==> src/rtl/gate_bist_pkg.sv <==
// Shared types, constants and step functions for the gate-model self-test harness.
package gate_bist_pkg;

   // Stimulus/response width: pat_o[0] drives N1 ... pat_o[9] drives N10.
   localparam int WIDTH = 10;

   // Fibonacci LFSR feedback taps (x^10 + x^7 + 1): bits 9 and 6.
   localparam logic [WIDTH-1:0] LFSR_TAPS = 10'h240;

   // Galois MISR feedback polynomial (x^10 + x^3 + 1).
   localparam logic [WIDTH-1:0] MISR_POLY = 10'h009;

   typedef enum logic [1:0] {
      IDLE  = 2'd0,
      RUN   = 2'd1,
      FLUSH = 2'd2,
      DONE  = 2'd3
   } state_e;

   // One LFSR step: shift left, new LSB is the XOR of the tapped bits.
   function automatic logic [WIDTH-1:0] lfsr_step(input logic [WIDTH-1:0] v);
      return {v[WIDTH-2:0], ^(v & LFSR_TAPS)};
   endfunction

   // One MISR step: Galois shift with polynomial feedback, then fold in the data word.
   function automatic logic [WIDTH-1:0] misr_step(input logic [WIDTH-1:0] m,
                                                  input logic [WIDTH-1:0] d);
      logic [WIDTH-1:0] fb;
      if (m[WIDTH-1]) begin
         fb = MISR_POLY;
      end else begin
         fb = {WIDTH{1'b0}};
      end
      return {m[WIDTH-2:0], 1'b0} ^ fb ^ d;
   endfunction

endpackage

==> src/rtl/gate_bist_if.sv <==
// Bundle of run control, stimulus/response and result signals of the self-test stage.
interface gate_bist_if;
   import gate_bist_pkg::*;

   logic             start_i;
   logic [WIDTH-1:0] pat_o;
   logic [WIDTH-1:0] resp_i;
   logic [WIDTH-1:0] golden_i;
   logic             busy_o;
   logic             done_o;
   logic [WIDTH-1:0] sig_o;
   logic             pass_o;

   // Harness side: starts runs, returns netlist outputs, supplies the golden signature.
   modport master (
      output start_i, resp_i, golden_i,
      input  pat_o, busy_o, done_o, sig_o, pass_o
   );

   // Self-test controller side.
   modport slave (
      input  start_i, resp_i, golden_i,
      output pat_o, busy_o, done_o, sig_o, pass_o
   );
endinterface

==> src/rtl/gate_bist_misr.sv <==
// Multiple-input signature register; reusable by any gate-model harness of WIDTH bits.
module gate_bist_misr import gate_bist_pkg::*; (
   input  logic             clk,
   input  logic             rst,
   input  logic             clear_i,
   input  logic             en_i,
   input  logic [WIDTH-1:0] data_i,
   output logic [WIDTH-1:0] sig_o,
   output logic [WIDTH-1:0] sig_next_o
);

   logic [WIDTH-1:0] sig_d;
   logic [WIDTH-1:0] sig_q;

   // Next signature: clear wins, otherwise absorb when enabled, otherwise hold.
   always_comb begin
      sig_d = sig_q;
      if (clear_i) begin
         sig_d = {WIDTH{1'b0}};
      end else if (en_i) begin
         sig_d = misr_step(sig_q, data_i);
      end else begin
         sig_d = sig_q;
      end
   end

   // Signature register.
   always_ff @(posedge clk or posedge rst) begin
      if (rst) begin
         sig_q <= {WIDTH{1'b0}};
      end else begin
         sig_q <= sig_d;
      end
   end

   assign sig_o      = sig_q;
   assign sig_next_o = sig_d;

endmodule

==> src/rtl/gate_bist_ctrl.sv <==
// Self-test controller: LFSR stimulus into a combinational gate netlist, MISR compaction
// of its responses, and a pass/fail verdict against a golden signature.
module gate_bist_ctrl import gate_bist_pkg::*; #(
   parameter int unsigned      NPAT     = 1023,
   parameter logic [WIDTH-1:0] SEED     = 10'h001,
   parameter int unsigned      RESP_LAT = 0
) (
   input  logic       clk,
   input  logic       rst,
   gate_bist_if.slave bus
);

   // An all-zero seed would lock the LFSR, so it is replaced by 1.
   localparam logic [WIDTH-1:0] SEED_EFF   = (SEED == 10'h000) ? 10'h001 : SEED;
   localparam int               CNT_W      = $clog2(NPAT + 1);
   localparam logic [CNT_W-1:0] CNT_LAST   = CNT_W'(NPAT - 1);
   localparam logic [1:0]       FLUSH_LAST = 2'((RESP_LAT > 0) ? (RESP_LAT - 1) : 0);

   state_e           state_q, state_d;
   logic [WIDTH-1:0] lfsr_q, lfsr_d;
   logic [CNT_W-1:0] cnt_q, cnt_d;
   logic [1:0]       flush_q, flush_d;
   logic             busy_q, busy_d;
   logic             done_q, done_d;
   logic             pass_q, pass_d;

   logic             start_ok;
   logic             in_run;
   logic             last_pat;
   logic             absorb;
   logic [WIDTH-1:0] misr_sig;
   logic [WIDTH-1:0] misr_next;

   // A start request is only honoured when no run is in progress.
   assign start_ok = bus.start_i && ((state_q == IDLE) || (state_q == DONE));
   assign in_run   = (state_q == RUN);
   assign last_pat = in_run && (cnt_q == CNT_LAST);

   // State register.
   always_ff @(posedge clk or posedge rst) begin
      if (rst) begin
         state_q <= IDLE;
      end else begin
         state_q <= state_d;
      end
   end

   // Next-state logic; FLUSH drains the response pipeline and is skipped without latency.
   always_comb begin
      state_d = state_q;
      case (state_q)
         IDLE: begin
            if (bus.start_i) state_d = RUN;
            else             state_d = IDLE;
         end
         RUN: begin
            if (cnt_q == CNT_LAST) begin
               if (RESP_LAT == 0) state_d = DONE;
               else               state_d = FLUSH;
            end else begin
               state_d = RUN;
            end
         end
         FLUSH: begin
            if (flush_q == FLUSH_LAST) state_d = DONE;
            else                       state_d = FLUSH;
         end
         DONE: begin
            if (bus.start_i) state_d = RUN;
            else             state_d = IDLE;
         end
         default: state_d = IDLE;
      endcase
   end

   // Output logic: flags follow the state being entered so they leave the flops aligned.
   always_comb begin
      busy_d = (state_d == RUN) || (state_d == FLUSH);
      done_d = (state_d == DONE);
      pass_d = pass_q;
      if (start_ok) begin
         pass_d = 1'b0;
      end else if (state_d == DONE) begin
         pass_d = (misr_next == bus.golden_i);
      end else begin
         pass_d = pass_q;
      end
   end

   // Stimulus, pattern counter and flush counter next values.
   always_comb begin
      lfsr_d  = lfsr_q;
      cnt_d   = cnt_q;
      flush_d = 2'd0;
      if (start_ok) begin
         lfsr_d = SEED_EFF;
         cnt_d  = {CNT_W{1'b0}};
      end else begin
         case (state_q)
            RUN: begin
               if (last_pat) begin
                  lfsr_d = lfsr_q;
                  cnt_d  = cnt_q;
               end else begin
                  lfsr_d = lfsr_step(lfsr_q);
                  cnt_d  = cnt_q + CNT_W'(1'b1);
               end
            end
            FLUSH: begin
               flush_d = flush_q + 2'd1;
            end
            DONE: begin
               lfsr_d = {WIDTH{1'b0}};
            end
            default: begin
               lfsr_d = lfsr_q;
            end
         endcase
      end
   end

   // Datapath and flag registers.
   always_ff @(posedge clk or posedge rst) begin
      if (rst) begin
         lfsr_q  <= {WIDTH{1'b0}};
         cnt_q   <= {CNT_W{1'b0}};
         flush_q <= 2'd0;
         busy_q  <= 1'b0;
         done_q  <= 1'b0;
         pass_q  <= 1'b0;
      end else begin
         lfsr_q  <= lfsr_d;
         cnt_q   <= cnt_d;
         flush_q <= flush_d;
         busy_q  <= busy_d;
         done_q  <= done_d;
         pass_q  <= pass_d;
      end
   end

   // The valid chain delays "pattern issued" by the netlist's register stages.
   generate
      if (RESP_LAT == 0) begin : g_no_lat
         assign absorb = in_run;
      end else begin : g_lat
         logic [RESP_LAT-1:0] vld_q, vld_d;

         // Shift the issue flag down the chain.
         always_comb begin
            vld_d    = {RESP_LAT{1'b0}};
            vld_d[0] = in_run;
            for (int i = 1; i < int'(RESP_LAT); i++) begin
               vld_d[i] = vld_q[i-1];
            end
         end

         // Valid chain register.
         always_ff @(posedge clk or posedge rst) begin
            if (rst) begin
               vld_q <= {RESP_LAT{1'b0}};
            end else begin
               vld_q <= vld_d;
            end
         end

         assign absorb = vld_q[RESP_LAT-1];
      end
   endgenerate

   gate_bist_misr u_misr (
      .clk        (clk),
      .rst        (rst),
      .clear_i    (start_ok),
      .en_i       (absorb),
      .data_i     (bus.resp_i),
      .sig_o      (misr_sig),
      .sig_next_o (misr_next)
   );

   assign bus.pat_o  = lfsr_q;
   assign bus.busy_o = busy_q;
   assign bus.done_o = done_q;
   assign bus.sig_o  = misr_sig;
   assign bus.pass_o = pass_q;

endmodule

==> src/flat_wrapper.sv <==
// flat-port wrapper written by rule: the top's interface ports become plain ports
module gate_bist_ctrl_flat import gate_bist_pkg::*;
#(
   parameter int unsigned      NPAT     = 1023,
   parameter logic [WIDTH-1:0] SEED     = 10'h001,
   parameter int unsigned      RESP_LAT = 0
)
  (clk, rst, bus_start_i, bus_resp_i, bus_golden_i, bus_pat_o, bus_busy_o, bus_done_o, bus_sig_o, bus_pass_o);
  gate_bist_if bus_i ();
  input  logic clk;
  input  logic rst;
  input wire logic [$bits(bus_i.start_i)-1:0] bus_start_i;
  input wire logic [$bits(bus_i.resp_i)-1:0] bus_resp_i;
  input wire logic [$bits(bus_i.golden_i)-1:0] bus_golden_i;
  output wire logic [$bits(bus_i.pat_o)-1:0] bus_pat_o;
  output wire logic [$bits(bus_i.busy_o)-1:0] bus_busy_o;
  output wire logic [$bits(bus_i.done_o)-1:0] bus_done_o;
  output wire logic [$bits(bus_i.sig_o)-1:0] bus_sig_o;
  output wire logic [$bits(bus_i.pass_o)-1:0] bus_pass_o;
  assign bus_i.start_i = bus_start_i;
  assign bus_i.resp_i = bus_resp_i;
  assign bus_i.golden_i = bus_golden_i;
  assign bus_pat_o = bus_i.pat_o;
  assign bus_busy_o = bus_i.busy_o;
  assign bus_done_o = bus_i.done_o;
  assign bus_sig_o = bus_i.sig_o;
  assign bus_pass_o = bus_i.pass_o;
  gate_bist_ctrl #(.NPAT(NPAT), .SEED(SEED), .RESP_LAT(RESP_LAT)) u_core (.clk(clk), .rst(rst), .bus(bus_i));
endmodule
==> config.mk <==
export PLATFORM = sky130hd
export DESIGN_NAME = gate_bist_ctrl_flat
export DESIGN_NICKNAME = d
export VERILOG_FILES = /design/src/rtl/gate_bist_pkg.sv /design/src/rtl/gate_bist_if.sv /design/src/rtl/gate_bist_misr.sv /design/src/rtl/gate_bist_ctrl.sv /design/src/flat_wrapper.sv
export SDC_FILE = /design/constraint.sdc
export NUM_CORES = 1
export LEC_CHECK = 0
export ABC_AREA = 1
export BUFFER_PORTS_ARGS = -buffer_cell sky130_fd_sc_hd__clkbuf_2
export CAP_MARGIN = 10
export CORE_MARGIN = 10
export CORE_UTILIZATION = 49
export CTS_CLUSTER_SIZE = 25
export DETAILED_ROUTE_END_ITERATION = 6
export PLACE_DENSITY_LB_ADDON = 0.3
export SLEW_MARGIN = 20
export SYNTH_ARGS = -nofsm -noshare
export SYNTH_HDL_FRONTEND = slang
export SYNTH_SLANG_ARGS = --single-unit
==> constraint.sdc <==
create_clock -name clk -period 1.54 [get_ports clk]
set_input_delay 0.231 -clock clk [delete_from_list [all_inputs] [get_ports clk]]
set_output_delay 0.231 -clock clk [all_outputs]
set_load 0.02 [all_outputs]
## Yosys cells after proc, flatten, opt, wreduce, memory -nomap -nowiden

Index checks and enable logic that the tools add are counted.

| operators by class | value |
|---|---|
| add/sub/neg operators | 2 |
| equality and inequality tests | 10 |
| mux-type cells | 19 |
| bitwise gates (word level) | 2 |
| reductions and logical operators | 13 |

Operators with widths:

| kind | count |
|---|---|
| 10-bit 2-to-1 mux | 9 |
| 10-bit case mux with 2 select lines | 1 |
| 10-bit bitwise XOR | 2 |
| 10-bit by 1-bit adder with 10-bit output (second input constant) | 1 |
| 10-bit equality test | 1 |
| 10-bit equality test (second input constant) | 1 |
| 10-bit parity | 1 |
| 2-bit equality test (second input constant) | 4 |
| 2-bit 2-to-1 mux | 3 |
| 2-bit case mux with 3 select lines | 1 |
| 2-bit by 1-bit equality test with 1-bit output (second input constant) | 2 |
| 2-bit logical NOT | 2 |
| 1-bit 2-to-1 mux | 4 |
| 4-bit 2-to-1 mux | 1 |
| 2-bit AND reduction | 2 |
| 2-bit nonzero test | 2 |
| 3-bit by 2-bit inequality test with 1-bit output (second input constant) | 1 |
| 3-bit nonzero test | 1 |
| 2-bit by 1-bit adder with 2-bit output (second input constant) | 1 |
| 1-bit logical AND | 2 |
| 1-bit logical OR | 2 |
| 2-bit by 1-bit inequality test with 1-bit output (second input constant) | 1 |
| 2-bit OR reduction | 1 |

| storage, ports and cells | value |
|---|---|
| bits in registers | 37 |
| input bits | 23 |
| output and inout bits | 23 |
| logic and storage cells | 54 |

## Depth between registers and ports, before layout

| logic depth | value |
|---|---|
| depth after elaboration | 11 |
| mapped depth | 13 |
| gate-level depth less buffers | 13 |

## Cells and area by module

A second synthesis with hierarchy kept.

| unflattened totals | value |
|---|---|
| cell total of the unflattened synthesis | 267 |
| area, all modules | 2065.7 um^2 |

Modules (own cells, without submodules):

| module | times used | cells an instance | area each (um^2) |
|---|---|---|---|
| gate_bist_ctrl | 1 | 196 | 1502.7 |
| gate_bist_misr | 1 | 71 | 563.0 |

## Least setup slack after synthesis

No wires, ideal clock.

| timing | value |
|---|---|
| path kind | register to register |
| start | reg u_core.state_q[0] |
| end | reg u_core.pass_q, in the netlist u_core.bus.pass_o |
| library setup time | 0.073 ns |
| data arrival time | 1.564 ns |
| required time | 1.467 ns |
| setup slack | -0.098 ns |
| cell stages (with the launch flop) | 13 |
| buffers on the path | 1 |
| period minus slack after synthesis | 1.638 ns |
| cells stage by stage | dfrtp_1 -> inv_1 -> ha_1 -> nand2_4 -> inv_4 -> buf_6 -> a21oi_2 -> nand3_1 -> nand2_1 -> nand3_1 -> nor2_1 -> nand2_1 -> a21oi_2 |

| on the way | value |
|---|---|
| word-level cells in the longest chain between the ends | 7 |
| elaborated cells on any way between the ends | 15 |
| classes of those cells | eq/ne (5); mux (5); reduce/logical (5) |

RTL lines:

| item | line | RTL |
|---|---|---|
| start, declared | gate_bist_ctrl.sv:19 | `state_e state_q, state_d;` |
| start signal, assigned | gate_bist_ctrl.sv:44 | `state_q <= state_d;` |
| 2-bit equality test or 2-bit logical NOT (tied branches) | gate_bist_ctrl.sv:35, gate_bist_ctrl.sv:51 |  |
| 1-bit logical OR | gate_bist_ctrl.sv:35 | `assign start_ok = bus.start_i && ((state_q == IDLE) \|\| (state_q == DONE));` |
| 1-bit logical AND | gate_bist_ctrl.sv:35 |  |
| 10-bit 2-to-1 mux | gate_bist_misr.sv:18 | `if (clear_i) begin` |
| 10-bit equality test | gate_bist_ctrl.sv:84 | `pass_d = (misr_next == bus.golden_i);` |
| 1-bit 2-to-1 mux | gate_bist_ctrl.sv:83 | `end else if (state_d == DONE) begin` |
| 1-bit 2-to-1 mux | gate_bist_ctrl.sv:81 | `if (start_ok) begin` |
| end signal, assigned | gate_bist_ctrl.sv:137 | `pass_q <= pass_d;` |
| end, declared | gate_bist_ctrl.sv:25 | `logic pass_q, pass_d;` |

Several ways; a longest one is shown, not always the timed one. The select of a mux whose other input is x is not followed.
A chain may end at the register's enable or synchronous reset.

## Final worst setup path

Ends and elaborated chain as after synthesis.

==> results.json <==
{
  "status": "finished with violations",
  "violations": "setup timing",
  "yosys.area.top_type": "dfrtp_1",
  "maxSlewViolCount": 0,
  "max_stage_delay_ps": 440,
  "rsz0062_at_grt": "yes",
  "clk_pin_slew_worst_paths_ps": 80,
  "required_ps": 1760,
  "hp-class": "input pin to async pin",
  "max_freq_mhz": 586,
  "fin_crit_sh": 1.11,
  "cts_sinks": 37,
  "dp.final_hpwl_um": 3910,
  "ant_nets": 0,
  "via_count": 2165,
  "tns_ps": -1500,
  "dr.pass1.iters": 4,
  "synth_top_family_by_area": "simple AND/OR/NAND/NOR gates",
  "syn-instance-count": 293,
  "first_global_vias": 2274,
  "crit_chain": "inv_2 -> ha_4 -> nand2_8 -> inv_8 -> nor2_1 -> nand2_1 -> nand2_1 -> nand2_1 -> nor2_1 -> nand2_1 -> nor2_1 -> nand2_1 -> a21oi_2",
  "synthesis.area_um2": 2160,
  "synth-xor-area-share": 0,
  "numCtsBuffers": 5,
  "muxShareOfSynthArea": 0,
  "area_delta_synth_final_pct": 45.4,
  "final_area_um2": 3140,
  "reg2reg_slack_ps": -170,
  "finalWirelength_um": 5710,
  "cts_buffer_depth": 2,
  "layout_common_cells": "nand2_1 (69), inv_1 (48), clkbuf_2 (45)",
  "via_per_inst": 4.97,
  "core-area_um2": 4320,
  "worst_setup_path_start_kind": "flip-flop",
  "grt_pass1_wl_um": 9610,
  "setup_slack_ps": -167,
  "critPathKind": "flip-flop to flip-flop",
  "drc": 0,
  "antenna_cells": 0,
  "detail_route.wl_per_cell_um": 13.1,
  "regArea_um2": 926,
  "p_leak_nw": 1.72,
  "io_pins": 46,
  "rows": 24,
  "die_width_um": 86.4,
  "finalCriticalPeriod_ps": 1710,
  "cts_tree": "done",
  "cts_root_buf": "clkbuf_8",
  "antenna_found_initial": 0,
  "fill_cells": 341,
  "yosysWarnings": 0,
  "setup-violations-final": 18,
  "grt_overflow": 0,
  "cp_max_fo": 6,
  "synth_seq_cells": 37,
  "clk_latency_ps": 290,
  "fin_nets": 414,
  "drt-initial-drc-count": 54,
  "track_usage": 0.153,
  "drive_gt1_frac": 0.404,
  "layout_commonest_cell": "nand2_1",
  "synth_top_area_frac": 0.428,
  "dieArea_um2": 7470,
  "hold_viol": 0,
  "syn_area_per_cell_um2": 7.38,
  "final_util": 0.727,
  "synth_adder_area_share": 0.0463,
  "port_buffers": 45,
  "place_area_um2": 2660,
  "regToRegEndpoint": "u_core.bus.pass_o",
  "fp.dieH_um": 86.4,
  "synthSimpleGateAreaFrac": 0.329,
  "multi_input_area_um2": 1250,
  "synth.area.top_cells": "dfrtp_1 (43%), nand2_1 (13%), nand3_1 (9.0%)",
  "r2r_start": "u_core.state_q[0]",
  "ir_worst_vdd_mv": 0.460,
  "ff2ff_path_depth": 13,
  "worst_slew_pin_slew_ps": 492,
  "synth_compound_area_frac": 0.0764,
  "grt_max_degree": 38,
  "cp_slowest_cell": "dfrtp_1",
  "start_util": 0.500,
  "slew-limit-headroom": 0.672,
  "worst_setup_path_end_kind": "flip-flop",
  "yosysSeqAreaShare": 0.428,
  "synth_nets": 324,
  "htreeDepth": 2,
  "crit_arrival_ps": 1930,
  "gp_congestion": 0.783,
  "cp_common_cell": "nand2_1",
  "maxCapViolations": 0,
  "p_per_area_nw_per_um2": 690,
  "yosysUniqueCellTypes": 24,
  "finClkSkew_ps": 7.36
}
==> per-stage QoR <==
stage | power [mW] | instances | hold slack [ps] | setup slack [ps]
detailed placement | 1.52 | 414 | 353 | -227
floorplan | 1.34 | 293 | 411 | -22.3
CTS | 2.18 | 427 | 39.0 | -155
global route | 2.31 | 436 | 49.1 | -309
finish | 2.17 | 436 | 16.1 | -167
global placement | 1.51 | 414 | 350 | -151
==> worst max path at each step <==
stage	start	end	depth (start not counted)
floorplan	u_core.state_q[0]	u_core.bus.pass_o	12
global placement	u_core.state_q[1]	u_core.bus.pass_o	13
detailed placement	u_core.state_q[1]	u_core.bus.pass_o	13
CTS	u_core.state_q[0]	u_core.bus.pass_o	13
global route	u_core.state_q[0]	u_core.bus.pass_o	11
finish	u_core.state_q[0]	u_core.bus.pass_o	13
==> synth_stat cells <==
master,count
nand2_1,77
inv_1,52
nand3_1,39
dfrtp_1,37
nor2_1,29
a21oi_1,11
ha_1,8
o21ai_0,8
nand2_2,5
buf_6,4
nand3b_1,4
a21oi_2,3
o21a_1,3
nand2_4,2
nor2_2,2
a211oi_1,1
a31oi_1,1
buf_4,1
clkinv_2,1
inv_4,1
nand4_1,1
nor3_2,1
o31ai_1,1
or2_2,1
==> cell families after synthesis <==
family	Yosys count
buf+inv	59
simple gates	161
fa+ha+maj	8
flops	37
compound gates	28
==> layer usage <==
metal  wire (um)  part of all wire  up-vias  track usage
met2        3080              0.54       46        0.268
met1        2310              0.41     1013        0.175
met3         256             0.045        7       0.0403
met4          61             0.011        0       0.0530
li1            -                 -     1099            -
met5           0                 0        -            0
==> final cells by class <==
cell class              count  area share
clock buffers               6      0.0231
clock inverters             2     0.00318
inverters                  54      0.0693
multi-input cells         198       0.398
flip-flops and latches     37       0.295
well taps                  52      0.0207
repair buffers             86       0.189
repair inverters            1     0.00279
==> power by group <==
part           switching (mW)  internal [mW]
Sequential             0.0491           1.02
Clock                   0.347          0.314
Combinational           0.264          0.176
==> worst max-delay path, delay by kind of cell, from the launching register on <==
family	cells	cell delay, ps
fa+ha+maj	1	260
compound gates	1	110
buf+inv	2	120
simple gates	9	700
flops	1	440
==> state kept, by name, indices dropped and copies added (netlist names) <==
register and cells:
u_core.bus.busy_o 1, u_core.bus.done_o 1, u_core.bus.pass_o 1, u_core.bus.pat_o 10, u_core.cnt_q 10, u_core.flush_q 2
u_core.state_q 2, u_core.u_misr.sig_o 10
==> repair_timing <==
action / CTS / global route
cloned: 3 / 0
pin swaps: 5 / 15
setup endpoints to repair: 17 / 23
setup buffers: 2 / 10
resized for setup: 27 / 51
hold buffers: 0 / 0
(Power assumes the default switching activity.)
